$ cat src/rtl/mpu_isa_pkg.sv
// MPU instruction-set definitions shared by the instruction encoder and decoder:
// field positions, opcodes, matrix geometry and the packed instruction word.
package mpu_isa_pkg;

  localparam int OP_MSB   = 31;
  localparam int OP_LSB   = 28;
  localparam int ID_MSB   = 27;
  localparam int ID_LSB   = 26;
  localparam int ROW_MSB  = 25;
  localparam int ROW_LSB  = 23;
  localparam int COL_MSB  = 22;
  localparam int COL_LSB  = 20;
  localparam int VAL_MSB  = 19;
  localparam int VAL_LSB  = 4;
  localparam int RSVD_MSB = 3;
  localparam int RSVD_LSB = 0;

  localparam logic [3:0] OP_NOP   = 4'h0;
  localparam logic [3:0] OP_WRITE = 4'h1;
  localparam logic [3:0] OP_READ  = 4'h2;
  localparam logic [3:0] OP_MAC   = 4'h3;

  localparam int MAT_DIM   = 5;
  localparam int MAT_ELEMS = MAT_DIM * MAT_DIM;

  typedef struct packed {
    logic [OP_MSB:OP_LSB]     op;
    logic [ID_MSB:ID_LSB]     id;
    logic [ROW_MSB:ROW_LSB]   row;
    logic [COL_MSB:COL_LSB]   col;
    logic [VAL_MSB:VAL_LSB]   values;
    logic [RSVD_MSB:RSVD_LSB] rsvd;
  } instr_t;

endpackage

$ cat src/rtl/instr_encoder_if.sv
// Host <-> encoder channels: command request, element stream and outgoing
// instruction words, each with its own valid/ready handshake.
interface instr_encoder_if;
  logic        req_valid;
  logic        req_ready;
  logic [3:0]  req_op;
  logic [1:0]  req_id;
  logic [2:0]  req_row;
  logic [2:0]  req_col;
  logic [4:0]  req_len;
  logic [15:0] req_values;
  logic        elem_valid;
  logic        elem_ready;
  logic [7:0]  elem_data;
  logic        ins_valid;
  logic        ins_ready;
  logic [31:0] ins_word;

  modport master (
    output req_valid, req_op, req_id, req_row, req_col, req_len, req_values,
    output elem_valid, elem_data, ins_ready,
    input  req_ready, elem_ready, ins_valid, ins_word
  );

  modport slave (
    input  req_valid, req_op, req_id, req_row, req_col, req_len, req_values,
    input  elem_valid, elem_data, ins_ready,
    output req_ready, elem_ready, ins_valid, ins_word
  );
endinterface

$ cat src/rtl/instr_pack.sv
// Combinational packer of instruction fields into a 32-bit MPU word.
// INSTR_PARITY_EN: bit 0 carries even parity over the word; otherwise bits 3:0 are zero.
module instr_pack
  import mpu_isa_pkg::*;
(
  input  logic [3:0]  op,
  input  logic [1:0]  id,
  input  logic [2:0]  row,
  input  logic [2:0]  col,
  input  logic [15:0] values,
  output logic [31:0] word
);

  instr_t fields;

  // NOTE: every combinational output gets a full default first so no path can infer a latch.
  always_comb begin
    fields        = '0;
    fields.op     = op;
    fields.id     = id;
    fields.row    = row;
    fields.col    = col;
    fields.values = values;
    word          = fields;
`ifdef INSTR_PARITY_EN
    word[RSVD_LSB] = ^word[31:1];
`endif
  end

endmodule

$ cat src/rtl/instr_encoder.sv
// Host-side MPU instruction builder: single-word commands plus burst writes that pack
// two element bytes per word while walking row/col across the matrix. Parity: INSTR_PARITY_EN.
module instr_encoder
  import mpu_isa_pkg::*;
(
  input  logic            clk,
  input  logic            rst_n,
  instr_encoder_if.slave  bus,
  output logic            busy,
  output logic            err
);

  typedef enum logic [1:0] {ST_IDLE, ST_GATHER_HI, ST_GATHER_LO, ST_EMIT} state_t;

  localparam logic [4:0] DIM5   = 5'(MAT_DIM);
  localparam logic [6:0] ELEMS7 = 7'(MAT_ELEMS);

  state_t      state;
  logic [3:0]  op_q;
  logic [1:0]  id_q;
  logic [2:0]  row_q;
  logic [2:0]  col_q;
  logic [7:0]  hi_q;
  logic [4:0]  rem_q;

  logic [3:0]  pk_op;
  logic [1:0]  pk_id;
  logic [2:0]  pk_row;
  logic [2:0]  pk_col;
  logic [15:0] pk_values;
  logic [31:0] word_next;
  logic [6:0]  p_end;
  logic        req_legal;
  logic [4:0]  col_sum;

  assign bus.req_ready  = (state == ST_IDLE);
  assign bus.elem_ready = (state == ST_GATHER_HI) || (state == ST_GATHER_LO);

  // Burst fits only if its last element still lies inside the matrix.
  assign p_end = 7'(bus.req_col) + 7'(bus.req_row) * 7'(MAT_DIM) + 7'(bus.req_len);

  always_comb begin
    req_legal = ({2'b00, bus.req_row} < DIM5) && ({2'b00, bus.req_col} < DIM5);
    if (bus.req_op == OP_WRITE)
      req_legal = req_legal && (bus.req_len != 5'd0) && (7'(bus.req_len) <= ELEMS7) &&
                  (p_end <= ELEMS7);
  end

  // Word contents are formed from whatever completes it this cycle, then registered.
  always_comb begin
    pk_op     = op_q;
    pk_id     = id_q;
    pk_row    = row_q;
    pk_col    = col_q;
    pk_values = {hi_q, bus.elem_data};
    case (state)
      ST_IDLE: begin
        pk_op     = bus.req_op;
        pk_id     = bus.req_id;
        pk_row    = bus.req_row;
        pk_col    = bus.req_col;
        pk_values = bus.req_values;
      end
      ST_GATHER_HI: pk_values = {bus.elem_data, 8'h00};
      default: ;
    endcase
  end

  instr_pack u_pack (
    .op     (pk_op),
    .id     (pk_id),
    .row    (pk_row),
    .col    (pk_col),
    .values (pk_values),
    .word   (word_next)
  );

  assign col_sum = {2'b00, col_q} + 5'd2;

  // NOTE: all state below is sequential and updated with non-blocking assignments only.
  always_ff @(posedge clk or negedge rst_n) begin
    if (!rst_n) begin
      state         <= ST_IDLE;
      op_q          <= '0;
      id_q          <= '0;
      row_q         <= '0;
      col_q         <= '0;
      hi_q          <= '0;
      rem_q         <= '0;
      bus.ins_valid <= 1'b0;
      bus.ins_word  <= '0;
      busy          <= 1'b0;
      err           <= 1'b0;
    end else begin
      err <= 1'b0;
      case (state)
        ST_IDLE: begin
          if (bus.req_valid) begin
            if (!req_legal) begin
              err <= 1'b1;
            end else begin
              op_q  <= bus.req_op;
              id_q  <= bus.req_id;
              row_q <= bus.req_row;
              col_q <= bus.req_col;
              busy  <= 1'b1;
              if (bus.req_op == OP_WRITE) begin
                rem_q <= bus.req_len;
                state <= ST_GATHER_HI;
              end else begin
                rem_q         <= '0;
                bus.ins_word  <= word_next;
                bus.ins_valid <= 1'b1;
                state         <= ST_EMIT;
              end
            end
          end
        end
        ST_GATHER_HI: begin
          if (bus.elem_valid) begin
            hi_q  <= bus.elem_data;
            rem_q <= rem_q - 5'd1;
            if (rem_q == 5'd1) begin
              bus.ins_word  <= word_next;
              bus.ins_valid <= 1'b1;
              state         <= ST_EMIT;
            end else begin
              state <= ST_GATHER_LO;
            end
          end
        end
        ST_GATHER_LO: begin
          if (bus.elem_valid) begin
            rem_q         <= rem_q - 5'd1;
            bus.ins_word  <= word_next;
            bus.ins_valid <= 1'b1;
            state         <= ST_EMIT;
          end
        end
        ST_EMIT: begin
          if (bus.ins_ready) begin
            bus.ins_valid <= 1'b0;
            if (col_sum >= DIM5) begin
              col_q <= 3'(col_sum - DIM5);
              row_q <= row_q + 3'd1;
            end else begin
              col_q <= col_sum[2:0];
            end
            if (rem_q != 5'd0) begin
              state <= ST_GATHER_HI;
            end else begin
              state <= ST_IDLE;
              busy  <= 1'b0;
            end
          end
        end
        default: state <= ST_IDLE;
      endcase
    end
  end

endmodule

$ cat src/flat_wrapper.sv
// flat-port wrapper written by rule: the top's interface ports become plain ports
module instr_encoder_flat import mpu_isa_pkg::*;
  (clk, rst_n, busy, err, bus_req_valid, bus_req_op, bus_req_id, bus_req_row, bus_req_col, bus_req_len, bus_req_values, bus_elem_valid, bus_elem_data, bus_ins_ready, bus_req_ready, bus_elem_ready, bus_ins_valid, bus_ins_word);
  instr_encoder_if bus_i ();
  input  logic clk;
  input  logic rst_n;
  output logic busy;
  output logic err;
  input wire logic [$bits(bus_i.req_valid)-1:0] bus_req_valid;
  input wire logic [$bits(bus_i.req_op)-1:0] bus_req_op;
  input wire logic [$bits(bus_i.req_id)-1:0] bus_req_id;
  input wire logic [$bits(bus_i.req_row)-1:0] bus_req_row;
  input wire logic [$bits(bus_i.req_col)-1:0] bus_req_col;
  input wire logic [$bits(bus_i.req_len)-1:0] bus_req_len;
  input wire logic [$bits(bus_i.req_values)-1:0] bus_req_values;
  input wire logic [$bits(bus_i.elem_valid)-1:0] bus_elem_valid;
  input wire logic [$bits(bus_i.elem_data)-1:0] bus_elem_data;
  input wire logic [$bits(bus_i.ins_ready)-1:0] bus_ins_ready;
  output wire logic [$bits(bus_i.req_ready)-1:0] bus_req_ready;
  output wire logic [$bits(bus_i.elem_ready)-1:0] bus_elem_ready;
  output wire logic [$bits(bus_i.ins_valid)-1:0] bus_ins_valid;
  output wire logic [$bits(bus_i.ins_word)-1:0] bus_ins_word;
  assign bus_i.req_valid = bus_req_valid;
  assign bus_i.req_op = bus_req_op;
  assign bus_i.req_id = bus_req_id;
  assign bus_i.req_row = bus_req_row;
  assign bus_i.req_col = bus_req_col;
  assign bus_i.req_len = bus_req_len;
  assign bus_i.req_values = bus_req_values;
  assign bus_i.elem_valid = bus_elem_valid;
  assign bus_i.elem_data = bus_elem_data;
  assign bus_i.ins_ready = bus_ins_ready;
  assign bus_req_ready = bus_i.req_ready;
  assign bus_elem_ready = bus_i.elem_ready;
  assign bus_ins_valid = bus_i.ins_valid;
  assign bus_ins_word = bus_i.ins_word;
  instr_encoder u_core (.clk(clk), .rst_n(rst_n), .bus(bus_i), .busy(busy), .err(err));
endmodule
$ cat config.mk
export PLATFORM = sky130hd
export DESIGN_NAME = instr_encoder_flat
export DESIGN_NICKNAME = d
export VERILOG_FILES = /design/src/rtl/mpu_isa_pkg.sv /design/src/rtl/instr_encoder_if.sv /design/src/rtl/instr_pack.sv /design/src/rtl/instr_encoder.sv /design/src/flat_wrapper.sv
export SDC_FILE = /design/constraint.sdc
export NUM_CORES = 1
export LEC_CHECK = 0
export BUFFER_PORTS_ARGS = -buffer_cell sky130_fd_sc_hd__buf_2
export CORE_MARGIN = 10
export CORE_UTILIZATION = 50
export CTS_CLUSTER_SIZE = 10
export DETAILED_ROUTE_END_ITERATION = 16
export PLACE_DENSITY = 0.74
export SETUP_SLACK_MARGIN = 0.5
export SYNTH_ARGS = -nofsm -noshare
export SYNTH_HDL_FRONTEND = slang
export SYNTH_HIERARCHICAL = 1
export SYNTH_SLANG_ARGS = --single-unit
export TNS_END_PERCENT = 20
$ cat constraint.sdc
create_clock -name clk -period 2.8 [get_ports clk]
set_input_delay 0.56 -clock clk [delete_from_list [all_inputs] [get_ports clk]]
set_output_delay 0.56 -clock clk [all_outputs]
set_load 0.01 [all_outputs]
Word level (Yosys, flattened, before mapping) --
Cells that the tools add are included.
Word-level totals: flip-flop bits (word level) 62, input bits 46, output and inout port bits 37, word-level logic and storage cells 112
Operators by class: add/sub/neg operators 6, multiply operators 1, order comparisons 5, eq/ne operators 15, multiplexer cells 53, reduce and logical (&&, ||, !) cells 21
Operators by type and width (number):
- 32-bit two-way mux | 6
- 32-bit case mux with 3 select lines | 1
- 16-bit case mux with 2 select lines | 1
- 3-bit two-way mux | 10
- 5-bit two-way mux | 4
- 1-bit two-way mux | 17
- 5-bit AND reduction | 3
- 2-bit two-way mux | 7
- 2-bit inequality test (second input constant) | 7
- 7-bit AND reduction | 2
- 3-bit case mux with 2 select lines | 2
- 5-bit case mux with 2 select lines | 1
- 5-bit nonzero test | 2
- 2-bit case mux with 4 select lines | 1
- 4-bit AND reduction | 2
- 3-bit by 6-bit adder with 7-bit output | 1
- 7-bit by 5-bit adder with 7-bit output | 1
- 7-bit by 5-bit less-or-equal comparator with 1-bit output (second input constant) | 1
- 3-bit less-than comparator (second input constant) | 2
- 3-bit by 3-bit multiplier with 6-bit output (second input constant) | 1
- 2-bit by 1-bit inequality test with 1-bit output (second input constant) | 3
- 5-bit by 1-bit == test with 1-bit output (second input constant) | 1
- 5-bit less-or-equal comparator (second input constant) | 1
- 5-bit by 1-bit subtractor with 5-bit output (second input constant) | 1
- 18 further kinds | 23

Longest topological paths before layout --
word-level depth 9, depth in mapped cells 13, mapped depth without buffers 12

Cells and area by module --
Netlist, hierarchy kept.
Modules (own cells, without submodules):
- instr_encoder | instances 1, cells each 359, area an instance 3787.4 um2, sequential area each 1551.5 um2
- instr_pack | instances 1, cells each 33, area an instance 244.0 um2, sequential area each 0.0 um2

Worst setup path before layout --
Ideal clock, no wire load.
path kind input -> register, start point in bus_req_row[0], end point reg u_core.bus.ins_word[0], library setup time 0.127 ns, data arrival time 3.641 ns, required time 2.673 ns, setup slack -0.969 ns, stages 13, path buffers 1, cell sequence ha_1 > ha_1 > inv_1 > fa_1 > inv_1 > ha_1 > a211o_1 > a21o_1 > a211o_1 > o221ai_4 > nand4_4 > buf_6 > mux2_1
On the way: longest elaborated chain between the ends 8, elaborated cells between the ends (all ways) 12, classes of those cells add/sub: 2; mul: 1; order compare: 2; eq/ne: 1; mux: 1; reduce/logical: 5
Ends and longest elaborated chain:
- start, declared | line flat_wrapper.sv:12 | input wire logic [$bits(bus_i.req_row)-1:0] bus_req_row;
- 3-bit by 3-bit multiplier with 6-bit output / 3-bit less-than comparator (equally long branches) | line instr_encoder.sv:40, instr_encoder.sv:43
- 3-bit by 6-bit adder with 7-bit output / 1-bit logical AND (equally long branches) | line instr_encoder.sv:40, instr_encoder.sv:43
- 7-bit by 5-bit adder with 7-bit output / 1-bit logical AND (equally long branches) | line instr_encoder.sv:40, instr_encoder.sv:45
- 7-bit by 5-bit less-or-equal comparator with 1-bit output / 1-bit logical AND (equally long branches) | line instr_encoder.sv:46, instr_encoder.sv:45
- 1-bit logical AND | line instr_encoder.sv:45 | req_legal = req_legal && (bus.req_len != 5'd0) && (7'(bus.req_len) <= ELEMS7) &&
- 1-bit two-way mux * | line instr_encoder.sv:44 | if (bus.req_op == OP_WRITE)
- 2-bit by 1-bit inequality test with 1-bit output (no source line) *
- 7-bit AND reduction (no source line) *
- end signal, assigned | line instr_encoder.sv:112 | bus.ins_word <= word_next;
- end signal, assigned | line instr_encoder.sv:124 | bus.ins_word <= word_next;
- end signal, assigned | line instr_encoder.sv:135 | bus.ins_word <= word_next;
- end, declared | line instr_encoder_if.sv:28 | output req_ready, elem_ready, ins_valid, ins_word
Every way passes the cells marked *; elsewhere a longest branch is shown, timed or not. A chain may end at the register's enable or synchronous reset.

Worst setup path in the final report --
start point in bus_req_row[0], end point reg u_core.bus.ins_word[23]
On the way: longest elaborated chain between the ends 8, elaborated cells between the ends (all ways) 20, classes of those cells add/sub: 2; mul: 1; order compare: 2; eq/ne: 1; mux: 9; reduce/logical: 5
Ends and longest elaborated chain (line):
- 3-bit by 3-bit multiplier with 6-bit output / 3-bit less-than comparator (equally long branches) | instr_encoder.sv:40, instr_encoder.sv:43
- 3-bit by 6-bit adder with 7-bit output / 1-bit logical AND (equally long branches) | instr_encoder.sv:40, instr_encoder.sv:43
- 7-bit by 5-bit adder with 7-bit output / 1-bit logical AND (equally long branches) | instr_encoder.sv:40, instr_encoder.sv:45
- 7-bit by 5-bit less-or-equal comparator with 1-bit output / 1-bit logical AND (equally long branches) | instr_encoder.sv:46, instr_encoder.sv:45
- 1-bit logical AND | instr_encoder.sv:45
- 1-bit two-way mux | instr_encoder.sv:44
- 2-bit by 1-bit inequality test with 1-bit output (no source line)
- 7-bit AND reduction (no source line)
Parallel ways exist; a longest one is shown, timed or not. The select of a mux whose other input is x is not followed.

==> metrics.cfg <==
[outcome]
status = finished, violations left
violations = negative setup slack

[critical_path]
crit_chain = buf_8 -> ha_4 -> ha_4 -> inv_2 -> fa_1 -> inv_2 -> ha_4 -> a211o_1 -> a21o_1 -> a211o_1 -> o221ai_4 -> nand4_4 -> buf_12 -> mux2_1
cpPeakStageDelay_ps = 490
cp.arrival_ps = 3630
worst_ep_required_time_ps = 3020
critical_path_class = input port to flop
crit_path_frequent_cell = ha_4
cp_slowest_cell = fa_1
endpoint_kind = flop
cp_max_fo = 16
cp-start-kind = input port

[pwr]
ir_worst_vdd_mv = 0.709
powerDensity_nw_per_um2 = 1220
p_leak_nw = 2.42
p_total_mw = 5.91

[finish]
post-route-cell-area_sq_um = 4860
multi_input_area_sq_um = 2260
fillers = 671
postLayoutCoreUtil_pct = 62.5
seq_area_sq_um = 1550
n_antenna_cell = 0
nets = 542
drive_above_1_share_pct = 41.5
syn_to_final_growth_pct = 20.5

[clocking]
path_clk_slew_ps = 70
clock_path_buffers = 2
clock_latency_ps = 340
cts_tree = yes
cts_root_buf = clkbuf_8
post_cts_buffers = 0
cts_hold_buf = 0
numClockSinks = 62
cts_buffers = 9
htree_levels = 3

[detailed_routing]
wirelength_microns = 9390
drc = 0
vias = 3080
wl_per_cell_microns = 16.4
detail_route.first_pass.iterations = 4
ant_nets = 0
drt_iter0_drc = 129
routed_via_density = 5.38

[timing]
setup_tns_ps = -29440
slew_headroom_pct = 60.0
tightest_slew_ps = 598
slew_viol_final = 0
max_freq_ghz = 0.293
clock_skew_ps = 8.00
fin_crit_ps = 3410
rsz0062_at_grt = true
setup_viol = 54
worst_slack_ps = -611
hold_viol = 0
post-route-period-util_pct = 122

[global_route]
groute.usage.overall_pct = 16.0
grt_max_degree = 63
grt.met3_usage_pct = 5.21
busiest_layer = met2
first_global_vias = 3145
grt_pass1_wl_microns = 15400
overflow = 0
use_met2_pct = 25.4
grt.met1_usage_pct = 19.7
antenna_found_initial = 0

[die]
num_io_pins = 83
initial_core_util_pct = 51.9
rows = 32
die_h_microns = 110
die_area_sq_um = 12100
core_region_area_sq_um = 7770
die_x_microns = 110

[hold_path]
min_path_type = input port to async pin

[placement]
post_dp_cell_area_sq_um = 4600
gp_congestion = 0.907
port_buffers = 82
hpwl_microns = 7160
preCtsSetupSlack_ps = -1020

[synthesis]
synthArstFlopShare_pct = 100
synth-edff-count = 0
mappedNetlistArea_sq_um = 4030
yosysWarnings = 6
synthFlopType = dfrtp_1
ys_ff_latch = 62
synth_cell_types = 46
ys_seq_area_share_pct = 38.5
avgSynthCellArea_sq_um = 10.3
synth_cells = 392

[flow_run]
cap_violations = 0

-- report_power, final --
group	internal [mW]	switching (mW)	leakage, nW	total, mW
Combinational	1.87	1.71	1.58	3.58
Sequential	1.36	0.267	0.745	1.63
Clock	0.359	0.336	0.0910	0.695
-- worst paths after layout --
path	from	to	slack, ps	depth (start not counted)
setup / recovery	bus_req_row[0]	u_core/bus.ins_word[23]	-610	14
hold / removal	rst_n	u_core/col_q[0]	200	2
max in group asynchronous	rst_n	u_core/bus.ins_word[10]	2300	2
min in group clk	bus_req_id[0]	u_core/id_q[0]	480	2
setup reg to reg	u_core/state[1]	u_core/bus.ins_word[23]	650	7
hold reg to reg	u_core/bus.ins_valid	u_core/bus.ins_valid	480	1
-- metrics by stage --
stage          hold slack, ps  instances
2_1_floorplan             264        395
3_3_place_gp              471        557
6_report                  204        572
4_1_cts                   233        572
3_5_place_dp              473        557
5_1_grt                   230        572
-- Yosys cell counts, types with 6 or more instances --
cell      count  area share (%)
mux2_2       28             7.8
ha_1         24             7.4
nand3_1      11             1.4
a22oi_1       9             1.7
buf_4        32             6.0
clkbuf_1     12             1.1
mux2_1       29             8.1
nand2_1      43             4.0
nand2b_1     12             1.9
dfrtp_1      62              38
nor3_1        6            0.74
fa_1          6             3.0
nor2_1        8            0.74
o21ai_0      24             3.0
inv_1        24             2.2
a21oi_1       9             1.1
-- what timing repair did --
action,CTS,global route
pin swaps,2,1
setup endpoints to repair,54,54
endpoints found under the hold margin,0,0
gates resized for setup,16,6
-- cell usage in the layout, fill, tap and decap left out, drive strengths merged, types with 5 or more instances in the layout --
| master | synthesis | routed |
|---|---|---|
| a21oi | 9 | 9 |
| a22oi | 9 | 9 |
| a31oi | 5 | 5 |
| buf | 35 | 107 |
| clkbuf | 12 | 11 |
| dfrtp | 62 | 62 |
| fa | 6 | 6 |
| ha | 24 | 24 |
| inv | 24 | 24 |
| mux2 | 57 | 57 |
| nand2 | 43 | 43 |
| nand2b | 12 | 12 |
| nand3 | 11 | 11 |
| nor2 | 8 | 8 |
| nor3 | 6 | 6 |
| o211ai | 5 | 5 |
| o21ai | 24 | 24 |
-- state kept, by name, indices dropped and copies added, names as in the netlist --
name                  flops
u_core/bus.ins_valid      1
u_core/hi_q               8
u_core/rem_q              5
u_core/err                1
u_core/op_q               4
u_core/col_q              3
u_core/busy               1
u_core/row_q              3
u_core/bus.ins_word      32
u_core/id_q               2
u_core/state              2
-- logic make-up (layout without fill, tap and decap cells) --
kind of cell,count (synthesis),count (layout),share of synthesized area [%]
and+or+nand+nor,92,92,11.2
AOI/OAI and AO/OA,75,75,12.7
buffers and inverters,71,146,10.1
DFF,62,62,38.5
muxes,60,60,16.7
adders and majority gates,30,30,10.4
other,1,4,0.0930
xor gates and xnor gates,1,1,0.217
-- layer usage --
metal | routed length [microns] | share of wire [%]
met3 | 743 | 7.9
met1 | 3950 | 42
met5 | 0 | 0
met2 | 4530 | 48
met4 | 164 | 1.7
-- worst max-delay path: cells and delay by family --
kind	cells	cell delay (ps)
adders and majority gates	4	1170
and+or+nand+nor	1	150
buffers and inverters	4	390
muxes	1	310
AOI/OAI and AO/OA	4	1040
-- layout make-up --
type,instances,share of cell area (%)
Inverter,24,1.85
Clock buffer,11,3.12
Tap cell,102,2.63
Sequential cell,62,31.9
Clock inverter,4,0.464
Multi-Input combinational cell,262,46.6
Timing Repair Buffer,107,13.4
No activity file was read; power rests on OpenSTA's default activity.
